File: src/rtl/xup_gate_test_pkg.sv
// xup_gate_test_pkg: shared states and constants for the 5-input gate sweep controller
package xup_gate_test_pkg;
  localparam int NUM_VEC = 32;
  localparam int VEC_W = 5;
  typedef enum logic [1:0] {S_IDLE, S_SETTLE, S_CHECK, S_DONE} state_t;
endpackage

File: src/rtl/xup_settle_timer.sv
// xup_settle_timer: counts cycles since load was released, flags the last settle cycle
module xup_settle_timer #(
  parameter int SETTLE = 4
) (
  input  logic clk,
  input  logic reset,
  input  logic load,
  output logic expired
);
  localparam int W = SETTLE > 1 ? $clog2(SETTLE) : 1;
  localparam logic [W-1:0] LAST = W'(SETTLE - 1);
  logic [W-1:0] r_cnt;
  always_ff @(posedge clk) r_cnt <= (reset || load) ? '0 : r_cnt + 1'b1;
  assign expired = r_cnt == LAST;
endmodule

File: src/rtl/xup_and5_sweep_ctrl.sv
// xup_and5_sweep_ctrl: sweeps all 32 input vectors through an external 5-input AND and tallies mismatches
module xup_and5_sweep_ctrl
  import xup_gate_test_pkg::*;
#(
  parameter int SETTLE = 4,
  parameter bit HALT_ON_ERR = 1'b0
) (
  input  logic       clk,
  input  logic       reset,
  input  logic       start,
  input  logic       gate_y,
  output logic [4:0] vec_out,
  output logic       busy,
  output logic       done,
  output logic       pass,
  output logic [5:0] err_count,
  output logic       fail_valid,
  output logic [4:0] first_fail
);
  localparam logic [VEC_W-1:0] LAST_VEC = VEC_W'(NUM_VEC - 1);
  state_t r_state;
  logic [VEC_W-1:0] r_vec, r_ff;
  logic [5:0] r_err;
  logic r_busy, r_done, r_fv;
  logic w_expired, w_mis, w_last;
  assign w_mis = gate_y != &r_vec;
  assign w_last = r_vec == LAST_VEC || (HALT_ON_ERR && w_mis);
  // timer runs only while settling, so it is already cleared on every entry to SETTLE
  xup_settle_timer #(.SETTLE(SETTLE)) u_timer (
    .clk(clk),
    .reset(reset),
    .load(r_state != S_SETTLE),
    .expired(w_expired)
  );
  always_ff @(posedge clk) begin
    if (reset) begin
      r_state <= S_IDLE;
      r_vec <= '0;
      r_busy <= 1'b0;
      r_done <= 1'b0;
      r_err <= '0;
      r_fv <= 1'b0;
      r_ff <= '0;
    end else begin
      case (r_state)
        S_IDLE, S_DONE: if (start) begin
          r_state <= S_SETTLE;
          r_vec <= '0;
          r_busy <= 1'b1;
          r_done <= 1'b0;
          r_err <= '0;
          r_fv <= 1'b0;
          r_ff <= '0;
        end
        S_SETTLE: if (w_expired) r_state <= S_CHECK;
        S_CHECK: begin
          if (w_mis) begin
            r_err <= r_err + 1'b1;
            if (!r_fv) begin
              r_fv <= 1'b1;
              r_ff <= r_vec;
            end
          end
          if (w_last) begin
            r_state <= S_DONE;
            r_busy <= 1'b0;
            r_done <= 1'b1;
          end else begin
            r_state <= S_SETTLE;
            r_vec <= r_vec + 1'b1;
          end
        end
        default: r_state <= S_IDLE;
      endcase
    end
  end
  assign vec_out = r_vec;
  assign busy = r_busy;
  assign done = r_done;
  assign err_count = r_err;
  assign fail_valid = r_fv;
  assign first_fail = r_ff;
  assign pass = r_done && r_err == '0;
endmodule
File: config.mk
export PLATFORM = sky130hd
export DESIGN_NAME = xup_and5_sweep_ctrl
export DESIGN_NICKNAME = d
export VERILOG_FILES = /design/src/rtl/xup_gate_test_pkg.sv /design/src/rtl/xup_settle_timer.sv /design/src/rtl/xup_and5_sweep_ctrl.sv
export SDC_FILE = /design/constraint.sdc
export NUM_CORES = 1
export LEC_CHECK = 0
export BUFFER_PORTS_ARGS = -buffer_cell sky130_fd_sc_hd__buf_2
export CORE_MARGIN = 1.5
export CORE_UTILIZATION = 40
export DETAILED_ROUTE_END_ITERATION = 7
export SYNTH_ARGS = -nofsm -noshare
export SYNTH_HDL_FRONTEND = slang
export SYNTH_HIERARCHICAL = 1
export SYNTH_SLANG_ARGS = --single-unit
export TNS_END_PERCENT = 5
File: constraint.sdc
create_clock -name clk -period 2.8 [get_ports clk]
set_input_delay 0.56 -clock clk [delete_from_list [all_inputs] [get_ports clk]]
set_output_delay 0.56 -clock clk [all_outputs]
set_load 0.05 [all_outputs]
==> results by stage <==
Run status:
- The run finished with clean final reports.

Clock network:
- Once the clock tree was built, the setup fixing pass inserted 0 buffers.
- Clock latency on the worst-skew pair, taken at its later pin, is around 0.31 ns.
- The root cell of the clock tree is clkbuf_4.
- In this run the number of H-tree levels came out at 1.
- The clock passes through at most 2 buffers.
- After clock tree synthesis, the clock-pin slew on the worst setup and hold paths is 0.13 ns.
- Clock tree synthesis inserted a total of 3 buffers.
- The number of gates given a new drive strength after cts is 0.
- For this design, the CTS-stage hold fixing added 0 buffers.
- The TritonCTS clock tree is done.
- The clock net in this run drives a total of 23 sinks.

STA:
- Headroom to the max-slew limit came out at 0.711.
- The actual slew at the worst max-slew pin is 0.422 ns.
- Setup violations remaining at the end of the flow were counted as 0.
- Clock skew on the completed layout was measured at 0.00150 ns.
- The total negative slack for setup checks is 0 ns.
- The worst path needs 2.52 ns of the cycle, external delays included.
- In the finished design, the share of the clock period the worst path needs comes to 0.900.
- The maximum clock rate is just under 400 MHz.
- The count of endpoints failing hold in the final timing report is 0.
- The number of max-slew violations in the final report was 0.
- Setup repair after global routing left no endpoint under its margin.
- The worst slack on hold paths is roughly 0.45 ns.

Synthesis:
- The total number of yosys warnings is 6.
- Counting flops with an async set or reset pin after synthesis yields a share of 0.
- The biggest area contributor in the post-synthesis netlist is dfxtp_1.
- Counting flops and latches in the post-synthesis netlist gives 23.
- The synthesized design contains 0 enable-type register cells.
- Of the synthesized area, sequential elements account for 0.404.
- The cell count after synthesis came out at 130.
- The cell area that synthesis handed to floorplanning was 1140 sq um.
- The share of synthesized area in the top cell type comes to 0.404.
- The number of different library cells in the post-synthesis netlist is 33.
- Synthesis produced a netlist with a net count of about 140.
- dfxtp_1 is the most common cell in the netlist.
- The mean instance size in the synthesized netlist is 8.76 sq um.
- By area the synthesized netlist is led by dfxtp_1, ha_1, a21oi_1.
- Sorting the synthesized cells by how often they occur yields dfxtp_1, a21oi_1, nand2_1, ha_1, nor2_1.
- The top flip-flop cell by instance count after synthesis is dfxtp_1.

Floorplan:
- The site row count is 19.
- The floorplan step set the die height to 56.4 microns.
- The horizontal die dimension is 56.4 microns.
- The core area is 2730 sq um.
- The I/O pin count is 24.
- For this configuration, the core starts out at a cell density of 0.416.
- The die covers 3180 sq um.

Placement:
- The detailed placement HPWL is 1780 microns.
- The routability-driven placement congestion ratio is approximately 0.76.
- The count of buffers inserted at the top-level ports is 23.

Global route:
- The overall track demand over capacity in global routing is 0.162.
- The via count of the first global-routing pass is 917.
- The initial antenna violation count came to 0.
- Entering global routing, the biggest net connects 20 pins.
- The wire length of the first global-routing pass is approximately 4000 microns.
- Summed over all layers, the global routing overflow is 0.

Setup path:
- The peak fanout along the critical path is 5.
- The data required time at the worst endpoint is 2.24 ns.
- STA classifies the critical path startpoint as a flip-flop.
- The category of the most critical setup path is reg2out.
- Data on the critical path arrives at its endpoint at 1.96 ns.
- The kind of end point of the critical path is an output pin.

Routing:
- Wires add up to 2430 microns.
- Before antenna repair, the detailed router went through 4 iterations.
- Dividing the detail-routed wire length by the instance count gives 13.0 microns.
- The number of routed nets with antenna violations is 0.
- The via density per instance is 5.41.
- The count of routing violations after the opening detailed-route iteration is 27.
- Summing over every cut layer, the via total after detailed routing is 1011.
- In the routed design, unresolved DRC markers number 0.

Power:
- The total leakage power is approximately 0.57 nW.
- The power per unit of standard cell area is 415 nW/um^2.
- The maximum vdd drop is 0.343 mV.

Final layout:
- The area added between synthesis and finish is 17.0%.
- Of the cells placed in the final design, the portion with a size suffix greater than 1 is 0.218.
- The antenna diode count is 0.
- The final net count is 170.

Hold path:
- The tightest min-delay check is of the reg2reg type.

Run:
- The tool flagged a number of max-cap violations equal to 0.
-- kinds of logic (layout without fill, tap and decap cells) --
group	count (synthesis)	count (layout)	share of synthesized area
buffers and inverters	9	35	0.0297
adder cells (fa/ha/maj)	9	9	0.0989
multiplexers	1	1	0.00879
flip-flops	23	23	0.404
AO/OA/AOI/OAI	31	31	0.170
XOR/XNOR	2	2	0.0154
AND/OR/NAND/NOR	55	55	0.273
-- stage by stage --
step | instance area, sq um | std cells | total power [W] | setup slack (ns) | utilization
global route | 1330 | 187 | 0.000579 | 0.204 | 0.487
CTS | 1330 | 187 | 0.000561 | 0.254 | 0.487
detailed placement | 1310 | 183 | 0.000405 | 0.403 | 0.477
global placement | 1310 | 183 | 0.000403 | 0.470 | 0.477
finish | 1330 | 187 | 0.000553 | 0.281 | 0.487
floorplan | 1140 | 130 | 0.000387 | 0.214 | -
-- state kept, by name, summed over array words and instances, names as in the netlist --
name and count:
err_count 6, u_timer/r_cnt 2, first_fail 5, r_state 2
vec_out 5, busy 1, done 1, fail_valid 1
-- critical path, cell delays in order (launching register included) --
cell and delay (ns):
dfxtp_1 0.37, inv_1 0.09, ha_1 0.16, or4b_2 0.61
nor3b_2 0.16, buf_2 0.27
-- worst paths after layout --
kind,startpoint,end,slack [ns],cells after the start
setup / recovery,err_count[0],pass,0.28,5
setup reg to reg,vec_out[0],err_count[5],0.36,7
hold / removal,u_timer/r_cnt[0],u_timer/r_cnt[0],0.45,1
hold reg to reg,u_timer/r_cnt[0],u_timer/r_cnt[0],0.45,1
-- power by group --
group | switching [W] | internal, W | total [W]
registers | 0.00000320 | 0.000332 | 0.000335
logic | 0.0000415 | 0.0000214 | 0.0000628
clock network | 0.000102 | 0.0000535 | 0.000155
total | 0.000146 | 0.000407 | 0.000553
-- cells in the final DEF, fill, tap and decap left out, types with 2 or more instances in the layout --
cell      instances
dfxtp_1          23
buf_2            23
nand2_1          14
a21oi_1          14
nor2_1            9
ha_1              9
nand3_1           8
nand2b_1          6
inv_1             5
a22o_1            5
a31oi_1           4
o21ai_0           3
or4b_1            3
nand3b_1          3
clkbuf_4          3
buf_4             3
and3_1            2
nor3b_2           2
-- final cells by class --
class	instances	area [sq um]
multi-input combinational	98	649
sequential	23	460
fill	278	1400
clock buffer	3	22.5
tap	31	38.8
clock inverter	1	5.00
timing repair buffer	26	138
inverter	5	18.8
-- per-layer routing --
metal | wire length [microns] | up-vias | track usage
li1 | - | 524 | -
met1 | 1140 | 457 | 0.197
met2 | 1160 | 25 | 0.284
met3 | 117 | 5 | 0.0415
met4 | 24 | 0 | 0.0408
met5 | 0 | - | 0
Note: power is estimated with default switching activity, not from simulation.
